`src/rtl/instruction_fetch.sv`:
```
// Instruction fetch stage: a request/hold FSM around a single instruction register.
// It also computes the next PC and counts the instructions that decode consumes.
module instruction_fetch #(
   parameter logic [31:0] RESET_PC = 32'h0000_0000
) (
   input  logic        clk,
   input  logic        reset,
   output logic        imem_req,
   output logic [31:0] imem_addr,
   input  logic        imem_ready,
   input  logic [31:0] imem_data,
   output logic [31:0] instr,
   output logic [5:0]  opcode,
   output logic [31:0] pc_out,
   output logic [31:0] pc_plus4,
   output logic        instr_valid,
   input  logic        decode_ready,
   input  logic        branch,
   input  logic        zero,
   input  logic        j,
   input  logic        jal,
   input  logic        jr,
   input  logic [31:0] rs_data,
   output logic        addr_error,
   output logic [31:0] fetch_count,
   output logic [1:0]  state_dbg
);

   typedef enum logic [1:0] {
      FETCH = 2'd0,
      HOLD  = 2'd1,
      ERROR = 2'd2
   } state_t;

   state_t      state;
   state_t      state_next;
   logic        fetch_done;
   logic        consume;
   logic        jr_misaligned;
   logic [31:0] branch_off;
   logic [31:0] next_pc;

   // Handshakes: memory data is taken only when imem_req && imem_ready in the same
   // cycle; decode takes instr only when instr_valid && decode_ready in the same cycle.
   assign fetch_done    = (state == FETCH) && imem_ready;
   assign consume       = (state == HOLD) && decode_ready;
   assign jr_misaligned = jr && (rs_data[1:0] != 2'b00);

   assign imem_addr = pc_out;
   assign pc_plus4  = pc_out + 32'd4;
   assign opcode    = instr[31:26];
   assign state_dbg = state;

   assign branch_off = {{14{instr[15]}}, instr[15:0], 2'b00};

   always_comb begin
      next_pc = pc_plus4;
      if (jr) begin
         next_pc = rs_data;
      end else if (j || jal) begin
         next_pc = {pc_plus4[31:28], instr[25:0], 2'b00};
      end else if (branch && zero) begin
         next_pc = pc_plus4 + branch_off;
      end
   end

   always_ff @(posedge clk) begin
      if (reset) begin
         state <= FETCH;
      end else begin
         state <= state_next;
      end
   end

   always_comb begin
      state_next  = state;
      imem_req    = 1'b0;
      instr_valid = 1'b0;
      case (state)
         FETCH: begin
            imem_req = ~reset;
            if (imem_ready) begin
               state_next = HOLD;
            end
         end
         HOLD: begin
            instr_valid = 1'b1;
            if (decode_ready) begin
               state_next = jr_misaligned ? ERROR : FETCH;
            end
         end
         ERROR: begin
            state_next = ERROR;
         end
         default: begin
            state_next = FETCH;
         end
      endcase
   end

   always_ff @(posedge clk) begin
      if (reset) begin
         pc_out      <= RESET_PC;
         instr       <= 32'h0000_0000;
         addr_error  <= 1'b0;
         fetch_count <= 32'h0000_0000;
      end else begin
         if (fetch_done) begin
            instr <= imem_data;
         end
         if (consume) begin
            fetch_count <= fetch_count + 32'd1;
            // A misaligned jr target is never loaded; the PC freezes on the faulting jr.
            if (jr_misaligned) begin
               addr_error <= 1'b1;
            end else begin
               pc_out <= next_pc;
            end
         end
      end
   end

endmodule

```
`config.mk`:
```
export PLATFORM = sky130hd
export DESIGN_NAME = instruction_fetch
export DESIGN_NICKNAME = d
export VERILOG_FILES = /design/src/rtl/instruction_fetch.sv
export SDC_FILE = /design/constraint.sdc
export NUM_CORES = 1
export LEC_CHECK = 0
export BUFFER_PORTS_ARGS = -buffer_cell sky130_fd_sc_hd__buf_2
export CAP_MARGIN = 20
export CORE_MARGIN = 1.5
export CORE_UTILIZATION = 55
export CTS_CLUSTER_DIAMETER = 50
export DETAILED_ROUTE_END_ITERATION = 16
export GPL_ROUTABILITY_DRIVEN = 0
export HOLD_SLACK_MARGIN = 0.03
export PLACE_DENSITY = 0.87
export SLEW_MARGIN = 20
export SYNTH_ARGS = -nofsm -noshare
export SYNTH_HDL_FRONTEND = slang
export SYNTH_SLANG_ARGS = --single-unit
```
`constraint.sdc`:
```
create_clock -name clk -period 8.4 [get_ports clk]
set_input_delay 1.68 -clock clk [delete_from_list [all_inputs] [get_ports clk]]
set_output_delay 1.68 -clock clk [all_outputs]
set_load 0.005 [all_outputs]
```
; ---- Yosys cells after proc, flatten, opt, wreduce, memory -nomap -nowiden
; Index checks and enable logic that the tools add are counted.
[word_totals]
regBits = 99
latchBits = 0
ram_bits = 0
romBits = 0
input_bits = 73
elab_cells = 33
mem_count = 0
[classes]
n_addsub = 3
mul = 0
div_mod_pow = 0
order_cmp = 0
n_eq_ne = 4
shifts = 0
mux = 9
bitwise = 2
n_reduce_logical = 10
[op_table]
columns = operator, count
row1 = 32-bit 2-to-1 mux, 3
row2 = "32-bit by 1-bit adder with 32-bit output, second input constant", 1
row3 = "32-bit by 3-bit adder with 32-bit output, second input constant", 1
row4 = 32-bit adder, 1
row5 = 2-bit 2-to-1 mux, 3
row6 = 2-bit case mux with 3 select lines, 1
row7 = 2-bit AND reduction, 3
row8 = 1-bit logical AND, 4
row9 = "2-bit inequality test, second input constant", 2
row10 = "2-bit by 1-bit equality test with 1-bit output, second input constant", 1
row11 = "2-bit equality test, second input constant", 1
row12 = 2-bit zero test, 1
row13 = 1-bit 2-to-1 mux, 2
row14 = 1-bit inverter, 2
row15 = 2-bit nonzero test, 1
row16 = 1-bit logical OR, 1

; ---- Longest topological paths before layout
[depth]
ltp_word = 5
mapped_depth = 17
depth_no_buf = 16

; ---- Worst setup path before layout
; OpenSTA, ideal clock, no wires.
[synth_timing]
kind = input-to-output
from = in reset
to = out imem_req
arrival_time_ns = 2.308
required_time_ns = 6.720
path_slack_ns = 4.412
cell_stages = 3
path_buffers = 2
path_cell_list = clkbuf_1 clkbuf_1 nor3_1
[synth_via]
elab_chain_cells = 2
[synth_rtl]
columns = item, line_no
row1 = from (decl), 7  ; input logic reset,
row2 = 1-bit inverter, 81  ; imem_req = ~reset;
row3 = 1-bit 2-to-1 mux, 79  ; case (state)
row4 = to (decl), 8  ; output logic imem_req,
; Every way passes these cells.

; ---- Worst setup path in the final report
[layout_timing]
from = reg pc_out[2] (netlist: imem_addr[2])
to = out pc_plus4[26]
[layout_via]
elab_chain_cells = 1
[layout_rtl]
columns = item, line_no
row1 = from (decl), 14  ; output logic [31:0] pc_out,
row2 = from (signal assigned), 117  ; pc_out <= next_pc;
row3 = 32-bit by 3-bit adder with 32-bit output, 50  ; assign pc_plus4 = pc_out + 32'd4;
row4 = to (decl), 15  ; output logic [31:0] pc_plus4,
; Every way passes these cells.

==> results.sh <==
export IMPL_path_clk_slew_ns=0.07
export IMPL_cellLeakagePower_nw=3.91
export IMPL_syn_avg_cell_area_sq_um=7.61
export IMPL_p_per_area_mw_per_mm2=137
export IMPL_drc=0
export IMPL_sw_frac_of_total_pct=30.9
export IMPL_first_pass_iters=5
export IMPL_synth_top_cell_by_area="dfxtp_1"
export IMPL_synth_most_common_cell="nand2_1"
export IMPL_cts_made_buffers=9
export IMPL_fmax_mhz=214
export IMPL_async_reset_ff_share_pct=0
export IMPL_cts_htree_levels=3
export IMPL_synth_top_cell_area_share_pct=29.0
export IMPL_fin_setup_tns_ns=0
export IMPL_crit_fanout=8
export IMPL_pin_count=244
export IMPL_hp_class="reg2reg"
export IMPL_core_sq_mm=0.0121
export IMPL_ant_nets=0
export IMPL_num_vias=7446
export IMPL_hpwl_um=16400
export IMPL_grt_pass1_wl_um=34600
export IMPL_grt_overflow=0
export IMPL_clkPwrFrac_pct=36.3
export IMPL_start_util_pct=56.6
export IMPL_drive_gt1_share_pct=25.6
export IMPL_slowest_stage="nor4_1"
export IMPL_row_count=40
export IMPL_synth_edf_count=0
export IMPL_worstPathRequired_ns=6.72
export IMPL_synth_common_cells="nand2_1 (143), dfxtp_1 (99), nor2_1 (89)"
export IMPL_post_cts_buffers=0
export IMPL_multi_input_area_sq_mm=0.00435
export IMPL_routed_wl_met2_um=10200
export IMPL_cp_depth=7
export IMPL_setup_viol=0
export IMPL_critical_path_top_delay_family="simple AND/OR/NAND/NOR gates"
export IMPL_power_share_sequential_pct=45.7
export IMPL_drt_wl_total_um=22500
export IMPL_hold_buffers=0
export IMPL_antenna_found_initial=1
export IMPL_drt_met1_wl_um=9120
export IMPL_reg2reg_depth=14
export IMPL_ys_ff_latch=99
export IMPL_io_buffers=243
export IMPL_via_per_inst=5.95
export IMPL_post_route_min_period_ns=4.68
export IMPL_yosysUniqueCellTypes=64
export IMPL_hold_path_cell_count=2
export IMPL_grt_max_degree=93
export IMPL_place_ws_ns=4.00
export IMPL_clockBufferDepth=2
export IMPL_rsz0062_at_grt="false"
export IMPL_crit_buf_inv=2
export IMPL_synth_fp_nets=1009
export IMPL_max_slew_worst_pin_slew_ns=1.02
export IMPL_status="completed"
export IMPL_clock_sinks=99
export IMPL_ff_latch_area_sq_mm=0.00198
export IMPL_worstPathArrival_ns=3.00
export IMPL_cap_violations=0
export IMPL_whs_ns=0.472
export IMPL_grt_pass1_vias=6776
export IMPL_cts_tree="yes"
export IMPL_clock_skew_ns=0.00644
export IMPL_dieWidth_um=114
export IMPL_yosysSeqAreaShare_pct=29.0
export IMPL_grt_use_total_pct=33.8
export IMPL_ys_flop_type="dfxtp_1"
export IMPL_die_area_sq_mm=0.0131
export IMPL_setup_ws_ns=3.72
export IMPL_critPathKind="reg2out"
export IMPL_nNetsFinal=1189
export IMPL_syn_area_sq_mm=0.00683
export IMPL_drt_iter0_drc=619
export IMPL_synthToLayoutAreaGrowth_pct=19.5
export IMPL_die_y_um=114
export IMPL_fin_util_pct=67.6
export IMPL_final_hold_viol_count=0
export IMPL_ir_drop_uv=122
export IMPL_maxSlewHeadroom_pct=31.5
export IMPL_synth_cells=897
export IMPL_wl_per_cell_um=18.0
export IMPL_comb_power_share_pct=17.9
export IMPL_end_kind="output port"
export IMPL_start_kind="flip-flop"
export IMPL_synth_warnings=0
export IMPL_cts_resized_gates=0
export IMPL_clk_latency_ns=0.35
export IMPL_root_buffer="clkbuf_16"
export IMPL_intPower_w=0.000774
export IMPL_fillers=1094
export IMPL_wl_met3_um=1990
export IMPL_crit_chain="ha_1 > inv_1 > nor4_1 > nand4_1 > nor2_1 > xor2_1 > buf_2"
export IMPL_top_layer="met4"
export IMPL_slew_viol_final=0
export IMPL_synthTopCellsByArea="dfxtp_1 (29%), nand2_1 (7.9%), ha_1 (7.0%), a21oi_1 (5.4%), xnor2_1 (5.0%)"
export IMPL_slowest_delay_ns=0.87
export IMPL_period_share_pct=55.7
export IMPL_p_sw_w=0.000346
-- worst reg2reg max path, cell delays in order, from the launching register on --
cell	delay, ns
dfxtp_1	0.46
ha_1	0.30
inv_1	0.06
nor4_1	0.87
xor2_1	0.24
ha_1	0.46
nand4_1	0.16
or4b_1	0.49
o32a_1	0.21
o211ai_2	0.34
a31oi_2	0.18
nor2_2	0.13
xor2_1	0.18
a22oi_1	0.11
a311oi_1	0.31
-- layout make-up --
cell class	count	area share (%)
Antenna cell	1	0.0307
Clock inverter	7	0.767
Timing Repair Buffer	249	15.7
Multi-Input combinational cell	707	53.3
Clock buffer	9	2.76
Tap cell	168	2.58
Sequential cell	99	24.3
Inverter	11	0.506
-- cells by family after synthesis --
family / synth area share (%)
flip-flops: 29.0
adder cells (fa/ha/maj): 7.26
AO/OA/AOI/OAI: 22.6
XOR/XNOR: 9.37
AND/OR/NAND/NOR: 23.7
multiplexers: 0.752
buffers and inverters: 7.24
-- cell usage in the layout (no fill, tap or decap), drive strengths merged, types with 4 or more instances in the layout --
master / count
and3: 16
a211oi: 22
o21bai: 5
nand2: 143
a31oi: 9
clkbuf: 9
mux2i: 4
buf: 249
dfxtp: 99
or3: 21
clkinv: 4
a21oi: 74
o21ai: 45
xnor2: 39
a22oi: 4
ha: 38
inv: 12
nand3: 26
nor2: 90
a311oi: 5
o221ai: 5
nand4: 14
o211a: 5
xor2: 34
and4: 4
o211ai: 9
a21o: 17
nor4: 4
o21a: 5
and2: 12
nand2b: 4
a221oi: 5
nor3: 17
-- metrics by stage --
stage	total power [W]	cell area, sq um	instances
final	0.00112	8160	1251
after global routing	0.00117	8160	1251
after CTS	0.00112	8130	1249
after detailed placement	0.000718	7840	1233
after global placement	0.000715	7840	1233
after floorplan	0.000642	6830	897
-- sequential cells by signal, indices dropped and copies added (netlist names) --
register	flops
addr_error	1
fetch_count	32
imem_addr	32
instr	32
state_dbg	2
-- power by group through the flow --
| stage | logic, W | clock network [W] | registers (W) |
|---|---|---|---|
| after global placement | 0.000193 | 0 | 0.000522 |
| after detailed placement | 0.000196 | 0 | 0.000522 |
| after global routing | 0.000221 | 0.000430 | 0.000515 |
| after floorplan | 0.000126 | 0 | 0.000517 |
| after CTS | 0.000197 | 0.000410 | 0.000511 |
| final | 0.000201 | 0.000407 | 0.000512 |
-- routing by layer --
metal	track usage, %	vias up
li1	-	3522
met1	41.5	3394
met2	54.2	441
met3	8.31	89
met4	18.9	0
met5	0	-
-- worst paths after layout --
path	from	slack [ns]	to
max	imem_addr[2]	3.72	pc_plus4[26]
min	instr[31]	0.47	instr[31]
max reg2reg	imem_addr[2]	3.81	imem_addr[27]
min reg2reg	instr[31]	0.47	instr[31]
No activity file was read; power rests on OpenSTA's default activity.
